==> config.mk <==
export PLATFORM = sky130hd
export DESIGN_NAME = coproc_host_bridge_flat
export DESIGN_NICKNAME = d
export VERILOG_FILES = /design/src/rtl/coproc_host_bridge_if.sv /design/src/rtl/coproc_host_bridge.sv /design/src/flat_wrapper.sv
export SDC_FILE = /design/constraint.sdc
export NUM_CORES = 1
export LEC_CHECK = 0
export CORE_AREA = 4 4 225 227
export CTS_BUF_LIST = sky130_fd_sc_hd__clkbuf_8
export CTS_CLUSTER_SIZE = 20
export DETAILED_ROUTE_END_ITERATION = 6
export DIE_AREA = 0 0 229 231
export DONT_BUFFER_PORTS = 1
export SLEW_MARGIN = 15
export SYNTH_ARGS = -nofsm -noshare
export SYNTH_HDL_FRONTEND = slang
export SYNTH_SLANG_ARGS = --single-unit
export TNS_END_PERCENT = 10
==> constraint.sdc <==
create_clock -name clock -period 3.49 [get_ports clock]
set_input_delay 0.698 -clock clock [delete_from_list [all_inputs] [get_ports clock]]
set_output_delay 0.698 -clock clock [all_outputs]
set_load 0.03 [all_outputs]
==> src/rtl/coproc_host_bridge_if.sv <==
// Host/coprocessor signal bundle for coproc_host_bridge: request/response handshake
// on the host side plus the 32-bit instruction/result pair toward the controller.
interface coproc_host_bridge_if;
  logic         req_valid;
  logic         req_ready;
  logic         req_write;
  logic [3:0]   req_addr;
  logic [255:0] req_wdata;
  logic [31:0]  instr;
  logic [31:0]  coproc_out;
  logic         rsp_valid;
  logic [255:0] rsp_rdata;
  logic         rsp_err;
  logic         busy;

  // bridge side
  modport slave (
    input  req_valid, req_write, req_addr, req_wdata, coproc_out,
    output req_ready, instr, rsp_valid, rsp_rdata, rsp_err, busy
  );

  // host / harness side
  modport master (
    output req_valid, req_write, req_addr, req_wdata, coproc_out,
    input  req_ready, instr, rsp_valid, rsp_rdata, rsp_err, busy
  );
endinterface

==> src/rtl/coproc_host_bridge.sv <==
// Serializes one 256-bit register request into header/data frames on instr and
// gathers read words back. Optional macro HOST_BRIDGE_ADDR_CHECK_EN rejects 1-word regs.
module coproc_host_bridge #(
  parameter logic [3:0] IDLE_ADDR = 4'hF,
  parameter int         READ_LAT  = 1
) (
  input logic                  clock,
  input logic                  reset_n,
  coproc_host_bridge_if.slave  bus
);

  // HDR is folded into IDLE_HDR so the real header goes out on the accept cycle.
  typedef enum logic [3:0] {
    IDLE_HDR, IDLE_BODY, HDR, WDATA, RSLOT, TAIL, COMMIT, DRAIN, RESP
  } state_e;

  function automatic logic [3:0] nwords(input logic [3:0] a);
    case (a)
      4'd0, 4'd1, 4'd2, 4'd4, 4'd8, 4'd9: nwords = 4'd4;
      4'd5, 4'd6:                         nwords = 4'd8;
      4'd12, 4'd13, 4'd14:                nwords = 4'd5;
      default:                            nwords = 4'd1;
    endcase
  endfunction

  localparam logic [3:0]  FILL_N   = nwords(IDLE_ADDR);
  localparam logic [31:0] FILL_HDR = {1'b0, IDLE_ADDR, 27'b0};

  state_e                      state_q, state_d;
  logic [3:0]                  cnt_q, cnt_d;
  logic                        wr_q;
  logic [3:0]                  n_q;
  logic [7:0][31:0]            wdata_q, rdata_q;
  logic                        err_pend_q, done_q;
  logic [READ_LAT:1]           vld_q;
  logic [READ_LAT:1][2:0]      idx_q;
  logic [READ_LAT:0]           vld_pipe;
  logic [READ_LAT:0][2:0]      idx_pipe;
  logic                        accept, bad, cap_last, done;

  assign accept = (state_q == IDLE_HDR) && reset_n && bus.req_valid;

`ifdef HOST_BRIDGE_ADDR_CHECK_EN
  assign bad = (nwords(bus.req_addr) == 4'd1) && (bus.req_addr != IDLE_ADDR);
`else
  assign bad = 1'b0;
`endif

  // Slot index travels alongside its valid bit until the word returns.
  assign vld_pipe = {vld_q, state_q == RSLOT};
  assign idx_pipe = {idx_q, cnt_q[2:0]};
  assign cap_last = vld_pipe[READ_LAT] && ({1'b0, idx_pipe[READ_LAT]} == n_q - 4'd1);
  assign done     = cap_last || done_q;

  always_ff @(posedge clock) begin
    if (!reset_n) begin
      state_q <= IDLE_HDR;
      cnt_q   <= '0;
    end else begin
      state_q <= state_d;
      cnt_q   <= cnt_d;
    end
  end

  always_comb begin
    state_d = state_q;
    cnt_d   = cnt_q;
    case (state_q)
      IDLE_HDR: begin
        cnt_d = '0;
        if (accept && !bad) state_d = bus.req_write ? WDATA : RSLOT;
        else                state_d = IDLE_BODY;
      end
      IDLE_BODY: begin
        if (cnt_q == FILL_N) state_d = IDLE_HDR;
        else                 cnt_d   = cnt_q + 4'd1;
      end
      WDATA, RSLOT: begin
        if (cnt_q == n_q - 4'd1) state_d = TAIL;
        else                     cnt_d   = cnt_q + 4'd1;
      end
      TAIL: begin
        cnt_d = '0;
        if (wr_q)          state_d = COMMIT;
        else if (cap_last) state_d = RESP;
        else               state_d = DRAIN;
      end
      COMMIT: state_d = RESP;
      DRAIN: begin
        // Leave only at a frame boundary so RESP lands on a header slot.
        if (cnt_q == FILL_N + 4'd1) begin
          cnt_d = '0;
          if (done) state_d = RESP;
        end else begin
          cnt_d = cnt_q + 4'd1;
        end
      end
      RESP: begin
        cnt_d   = '0;
        state_d = IDLE_BODY;
      end
      default: state_d = IDLE_HDR;
    endcase
  end

  always_comb begin
    bus.instr     = '0;
    bus.req_ready = 1'b0;
    bus.rsp_valid = err_pend_q;
    bus.busy      = err_pend_q;
    case (state_q)
      IDLE_HDR: begin
        bus.req_ready = reset_n;
        bus.busy      = accept;
        bus.instr     = (accept && !bad) ? {bus.req_write, bus.req_addr, 27'b0} : FILL_HDR;
      end
      WDATA: begin
        bus.busy  = 1'b1;
        bus.instr = wdata_q[cnt_q[2:0]];
      end
      RSLOT, TAIL, COMMIT: bus.busy = 1'b1;
      DRAIN: begin
        bus.busy  = 1'b1;
        bus.instr = (cnt_q == 4'd0) ? FILL_HDR : 32'h0;
      end
      RESP: begin
        bus.busy      = 1'b1;
        bus.rsp_valid = 1'b1;
        bus.instr     = FILL_HDR;
      end
      default: ;
    endcase
  end

  assign bus.rsp_rdata = rdata_q;
`ifdef HOST_BRIDGE_ADDR_CHECK_EN
  assign bus.rsp_err = err_pend_q;
`else
  assign bus.rsp_err = 1'b0;
`endif

  always_ff @(posedge clock) begin
    if (!reset_n) begin
      wr_q       <= 1'b0;
      n_q        <= 4'd1;
      wdata_q    <= '0;
      rdata_q    <= '0;
      err_pend_q <= 1'b0;
      done_q     <= 1'b0;
      vld_q      <= '0;
      idx_q      <= '0;
    end else begin
      err_pend_q <= accept && bad;
      vld_q      <= vld_pipe[READ_LAT-1:0];
      idx_q      <= idx_pipe[READ_LAT-1:0];
      if (accept) begin
        wr_q    <= bus.req_write;
        n_q     <= nwords(bus.req_addr);
        wdata_q <= bus.req_wdata;
        rdata_q <= '0;
        done_q  <= 1'b0;
      end else if (cap_last) begin
        done_q  <= 1'b1;
      end
      if (vld_pipe[READ_LAT]) rdata_q[idx_pipe[READ_LAT]] <= bus.coproc_out;
    end
  end

endmodule

==> src/flat_wrapper.sv <==
// flat-port wrapper written by rule: the top's interface ports become plain ports
module coproc_host_bridge_flat 
#(
  parameter logic [3:0] IDLE_ADDR = 4'hF,
  parameter int         READ_LAT  = 1
)
  (clock, reset_n, bus_req_valid, bus_req_write, bus_req_addr, bus_req_wdata, bus_coproc_out, bus_req_ready, bus_instr, bus_rsp_valid, bus_rsp_rdata, bus_rsp_err, bus_busy);
  coproc_host_bridge_if bus_i ();
  input logic clock;
  input logic reset_n;
  input wire logic [$bits(bus_i.req_valid)-1:0] bus_req_valid;
  input wire logic [$bits(bus_i.req_write)-1:0] bus_req_write;
  input wire logic [$bits(bus_i.req_addr)-1:0] bus_req_addr;
  input wire logic [$bits(bus_i.req_wdata)-1:0] bus_req_wdata;
  input wire logic [$bits(bus_i.coproc_out)-1:0] bus_coproc_out;
  output wire logic [$bits(bus_i.req_ready)-1:0] bus_req_ready;
  output wire logic [$bits(bus_i.instr)-1:0] bus_instr;
  output wire logic [$bits(bus_i.rsp_valid)-1:0] bus_rsp_valid;
  output wire logic [$bits(bus_i.rsp_rdata)-1:0] bus_rsp_rdata;
  output wire logic [$bits(bus_i.rsp_err)-1:0] bus_rsp_err;
  output wire logic [$bits(bus_i.busy)-1:0] bus_busy;
  assign bus_i.req_valid = bus_req_valid;
  assign bus_i.req_write = bus_req_write;
  assign bus_i.req_addr = bus_req_addr;
  assign bus_i.req_wdata = bus_req_wdata;
  assign bus_i.coproc_out = bus_coproc_out;
  assign bus_req_ready = bus_i.req_ready;
  assign bus_instr = bus_i.instr;
  assign bus_rsp_valid = bus_i.rsp_valid;
  assign bus_rsp_rdata = bus_i.rsp_rdata;
  assign bus_rsp_err = bus_i.rsp_err;
  assign bus_busy = bus_i.busy;
  coproc_host_bridge #(.IDLE_ADDR(IDLE_ADDR), .READ_LAT(READ_LAT)) u_core (.clock(clock), .reset_n(reset_n), .bus(bus_i));
endmodule
=== Yosys cells after proc, flatten, opt, wreduce, memory -nomap -nowiden ===
Memories as Yosys holds them, arrays and structs flattened. A register that Yosys moved wholly into a read port is not among the register bits.
Index checks and enable logic that the tools add are counted.
Widths: inputs -> output; s select.

* Add/sub/neg operators: 2
* Order comparisons: 3
* Equality and inequality tests: 17
* Muxes and demuxes: 27
* Bitwise logic cells: 1
* Reductions and logical operators: 15

{| class="wikitable"
|+ Operators with widths
! kind !! count
|-
| $mux 256 || 3
|-
| $bwmux 256 || 1
|-
| $pmux 32 s4 || 1
|-
| $bmux 32 s3 || 1
|-
| $demux 32 s3 || 1
|-
| $mux 32 || 3
|-
| $mux 4 || 10
|-
| $mux 31 || 1
|-
| $pmux 4 s7 || 1
|-
| $eq 4x3->1 const B || 4
|-
| $pmux 4 s4 || 1
|-
| $eq 4x1->1 const B || 2
|-
| $eq 4x2->1 const B || 2
|-
| $logic_not 4->1 || 2
|-
| $lt 3x4->1 const B || 2
|-
| $ne 2x1->1 const B || 4
|-
| $reduce_or 6->1 || 1
|-
| $add 4x1->4 const B || 1
|-
| $eq 3x4->1 || 1
|-
| $eq 4x4->1 || 1
|-
| $eq 4x4->1 const B || 1
|-
| $logic_and 1x1->1 || 4
|-
| $ne 2x2->1 const B || 2
|-
| $reduce_and 4->1 || 1
|-
| 12 further kinds || 14
|}

* Register bits after elaboration: 530
* Memory bits (read-only): 48
* Output and inout bits: 292
* Word-level logic and storage cells: 89
* Memories: 1

{| class="wikitable"
|+ Memories
! memory !! depth !! width !! read ports !! clocked after memory_dff !! wr ports !! line !! text
|-
| (no name shown) || 16 || 3 || 1 || 1 || 0 || coproc_host_bridge.sv:18 || <nowiki>case (a)</nowiki>
|}

=== Depth between registers and ports, before layout ===
* Depth in word-level cells: 7
* Depth in mapped cells: 9
* Gate-level depth less buffers: 7

=== Worst setup path after synthesis ===
OpenSTA, ideal clock, no wires.

* Path kind: register to output
* Start point: register u_core.cnt_q[0]
* End point: output port bus_instr[27]
* Arrival: 1.795 ns
* Data required time: 2.792 ns
* Slack: 0.997 ns
* Stages on the path, launching flop included: 8
* Buffers on the path: 3
* Cells stage by stage: dfxtp_1 buf_2 buf_4 buf_2 inv_1 ha_1 a31oi_1 o211ai_1

* Word-level cells in the longest chain between the ends: 3

{| class="wikitable"
|+ Ends and longest elaborated chain
! item !! line !! text
|-
| start, declared || coproc_host_bridge.sv:30 || <nowiki>logic [3:0] cnt_q, cnt_d;</nowiki>
|-
| start signal, assigned || coproc_host_bridge.sv:61 || <nowiki>cnt_q <= cnt_d;</nowiki>
|-
| $bmux 32 s3 or $logic_not 4->1 (tied branches) || coproc_host_bridge.sv:119, coproc_host_bridge.sv:124 ||
|-
| $mux 32 (not written as such) or $mux 31 (tied branches) || coproc_host_bridge.sv:119, coproc_host_bridge.sv:124 ||
|-
| $pmux 32 s4 (*) || coproc_host_bridge.sv:111 || <nowiki>case (state_q)</nowiki>
|-
| end, declared || flat_wrapper.sv:17 || <nowiki>output wire logic [$bits(bus_i.instr)-1:0] bus_instr;</nowiki>
|}

Every way passes the cells marked *; elsewhere a longest branch is shown, timed or not. The select of a mux whose other input is x is not followed.

=== Worst setup path in the final report ===
* Start point: register u_core.state_q[3]
* End point: output port bus_instr[31]

* Word-level cells in the longest chain between the ends: 5

{| class="wikitable"
|+ Ends and longest elaborated chain
! item !! line !! text
|-
| start, declared || coproc_host_bridge.sv:29 || <nowiki>state_e state_q, state_d;</nowiki>
|-
| start signal, assigned || coproc_host_bridge.sv:60 || <nowiki>state_q <= state_d;</nowiki>
|-
| $logic_not 4->1 || coproc_host_bridge.sv:41, coproc_host_bridge.sv:111 ||
|-
| $logic_and 1x1->1 (2 in series) || coproc_host_bridge.sv:41 || <nowiki>assign accept = (state_q == IDLE_HDR) && reset_n && bus.req_valid;</nowiki>
|-
| $mux 32 || coproc_host_bridge.sv:115 || <nowiki>bus.instr = (accept && !bad) ? {bus.req_write, bus.req_addr, 27'b0} : FILL_HDR;</nowiki>
|-
| $pmux 32 s4 (*) || coproc_host_bridge.sv:111 ||
|}

Every way passes the cells marked *; elsewhere a longest branch is shown, timed or not.

==> qor.txt <==
Status: finished clean
Hpwl dp: 44500 um
TritonCTS Buffers: 89
Core area: 48600 um2
Synth Area in Adders: 0.455%
M3 GR Usage: 9.66%
VDD IR max: 390 uV
Antenna violations before repair: 4
Max incr delay on CP: 730 ps
Most frequent cells in the layout: dfxtp_1 (524), o21ai_0 (268), a22o_1 (257), nand3_1 (256), clkbuf_8 (119)
Path type of the worst min-delay path: in2reg
Synthesized cell area: 19200 um2
Gr busiest metal: met2
Hold slack final: 167 ps
XOR/XNOR Fraction of Synth Area: 0.345%
Seq/Total Area, Yosys: 55.1%
Clock Latency Late Sink: 650 ps
Routed WL per cell: 25.3 um
WP data arrival: 2620 ps
Overflow after GRT: 0
CP Cell Sequence: nor4_4 > and3_4 > nand2_1 > o21ai_0 > buf_4
CP Launch Point: u_core.state_q[3]$_SDFFE_PN0P_
CTS tree: yes
Final min period: 3320 ps
Die area: 52900 um2
Final std cells w/o fill: 2471
DRT iter0 DRCs: 1038
Max Slew Vio Count: 0
FP Rows: 81
Final Wtd Congestion: 0.860
Largest net degree at the start of global routing: 152
P per Cell Area: 722 nW/um2
First-pass GRT wire length: 90800 um
Post-synthesis mux area share: 8.03%
Final WS setup: 169 ps
Leakage: 8.04 nW
RSZ-0062 raised after global routing: no
Boundary pin count: 588
Hold Buf Count CTS: 0
Vias in the first global route: 13900
Setup CP Type: reg2out
Post-synthesis compound-gate area fraction: 20.7%
Die Ht: 231 um
Critical Path RT: 2790 ps
Nets@finish: 2083
Area contributors post-synth: dfxtp_1 (55%), a22o_1 (12%), mux4_2 (7.5%)
Number of routed nets with antenna violations: 0
Largest family of logic cells by synthesized area: compound AO/OA/AOI/OAI gates
Reg2Reg Depth: 4
Clk pin slew, worst setup/hold paths: 60 ps
Yosys warns: 0
Synth-to-layout area growth: 13.1%
DP Cell Count: 2310
Asr flop ratio synth: 0%
Initial core utilization: 39.5%
CP endpoint kind: primary output
DR vias/cell: 5.88
Clock tree buffer depth: 3
# DRC: 0
Fin. Hold Viols: 0
CTS Root Cell: clkbuf_8
Post-synthesis simple-gate area fraction: 10.5%
Place WS: 561 ps
Commonest non-fill, non-tap cell in the layout: dfxtp_1
H-tree depth: 3
Worst-path maximum fanout: 13
Worst slew pin tran: 1180 ps
Rel. slew slack: 21.6%
Startpoint types: flop
Final setup violation count: 0
CTS sink count: 529
Number of max-cap violations: 0
Die Wd: 229 um
Clock Skews: 26.9 ps
Count of cell types in the netlist: 55
Post-synth top area share: 55.1%
Top_reg_cell synth: dfxtp_1
Count of input and output buffers: 0
R2R Setup Slk: 690 ps
FF+latch count, synth: 529
Syn_nets: 2102
Final worst-path cycle share: 95.2%
Post-synth top area cell: dfxtp_1
Slowest CP cell: nor4_4
Avg Inst Size Synth: 10.7 um2
Fraction of layout cells with a size suffix above 1: 16.1%
CP endpoint: bus_instr[31]
M2 GR Usage: 37.2%
Routed WL: 62400 um
R2R Path End: u_core.wdata_q[160]$_SDFFE_PN0P_
Met1 GRT Util: 24.8%
Worst r2r src: u_core.state_q[3]$_SDFFE_PN0P_
F_max: 301 MHz
Overall Global Routing Usage: 22.2%
DR pass1 iterations: 5
EDFF count, synth: 0
Mapped Cells: 1799
Vias: 14500
Tot Pwr: 15.7 mW
Setup_tns: 0 ps
-- power breakdown --
part / internal (mW) / switching, mW / total [mW]
Clock: 3.43 / 2.54 / 5.98
Combinational: 1.19 / 1.37 / 2.56
Sequential: 6.66 / 0.523 / 7.18
-- kinds of logic (layout without fill, tap and decap cells) --
| kind of cell | after synthesis | count (layout) |
|---|---|---|
| AOI/OAI and AO/OA | 584 | 584 |
| adders and majority gates | 7 | 7 |
| muxes | 74 | 74 |
| other | 1 | 3 |
| DFF | 529 | 529 |
| xor gates and xnor gates | 6 | 6 |
| buffers and inverters | 186 | 234 |
| and+or+nand+nor | 412 | 412 |
-- metal layers --
metal	up-vias	share of wire, %
met1	6982	37
met5	-	0.054
met3	132	11
met2	727	48
met4	4	3.5
li1	6676	-
-- stage by stage --
step / area [um2] / utilization [%]
2_1_floorplan: 19200 / -
3_3_place_gp: 19700 / 40.6
3_5_place_dp: 19700 / 40.6
4_1_cts: 21800 / 44.7
5_1_grt: 21800 / 44.7
6_report: 21800 / 44.7
-- critical path: cells and delay by family, from the launching register on --
family	cells	cell delay, ps
AOI/OAI and AO/OA	1	130
buffers and inverters	1	210
DFF	1	460
and+or+nand+nor	3	1160
-- cell type report --
class	count	area, um2
Fill cell	4608	26900
Clock inverter	39	338
Antenna cell	2	5.00
Multi-Input combinational cell	1084	7750
Clock buffer	119	1640
Sequential cell	529	10600
Timing Repair Buffer	65	608
Tap cell	622	778
Inverter	11	41.3
-- Yosys cell counts, types with 2 or more instances --
cell,number
o211ai_1,4
and2_1,12
nor2_1,12
and3_1,2
mux2i_1,8
o21ai_0,268
nand3_1,260
buf_2,66
a21o_1,5
buf_1,4
nand2_1,99
ha_1,7
clkbuf_1,71
a22o_1,257
a21boi_1,2
buf_4,28
xnor2_1,2
nor2b_1,7
inv_1,10
mux2_2,2
a31o_2,2
buf_6,2
dfxtp_1,529
mux4_2,64
nor3_1,5
nand3b_1,5
xor2_1,3
clkbuf_8,4
a31oi_1,2
a21oi_1,32
-- state kept, by name, indices dropped and copies added, names as in the netlist --
signal	count
u_core.bus.rsp_rdata	256
u_core.cnt_q	4
u_core.done_q	1
u_core.idx_q	3
u_core.n_q	3
u_core.state_q	4
u_core.vld_q	1
u_core.wdata_q	256
u_core.wr_q	1
-- worst min path at each step --
| stage | from | endpoint | depth (start not counted) |
|---|---|---|---|
| after floorplan | u_core.wdata_q[192]$_SDFFE_PN0P_ | u_core.wdata_q[192]$_SDFFE_PN0P_ | 1 |
| after global placement | u_core.wdata_q[229]$_SDFFE_PN0P_ | u_core.wdata_q[229]$_SDFFE_PN0P_ | 1 |
| after detailed placement | u_core.wdata_q[236]$_SDFFE_PN0P_ | u_core.wdata_q[236]$_SDFFE_PN0P_ | 1 |
| after CTS | bus_req_wdata[113] | u_core.wdata_q[113]$_SDFFE_PN0P_ | 1 |
| after global routing | bus_req_wdata[176] | u_core.wdata_q[176]$_SDFFE_PN0P_ | 1 |
| final | bus_req_wdata[116] | u_core.wdata_q[116]$_SDFFE_PN0P_ | 1 |
-- timing repair --
item                                   CTS  global route
setup buffers                            1             0
endpoints found under the hold margin    0             0
setup endpoints to repair               10             1
gates resized for setup                  2             2
cloned                                   0             0
Note: power is estimated with default switching activity, not from simulation.
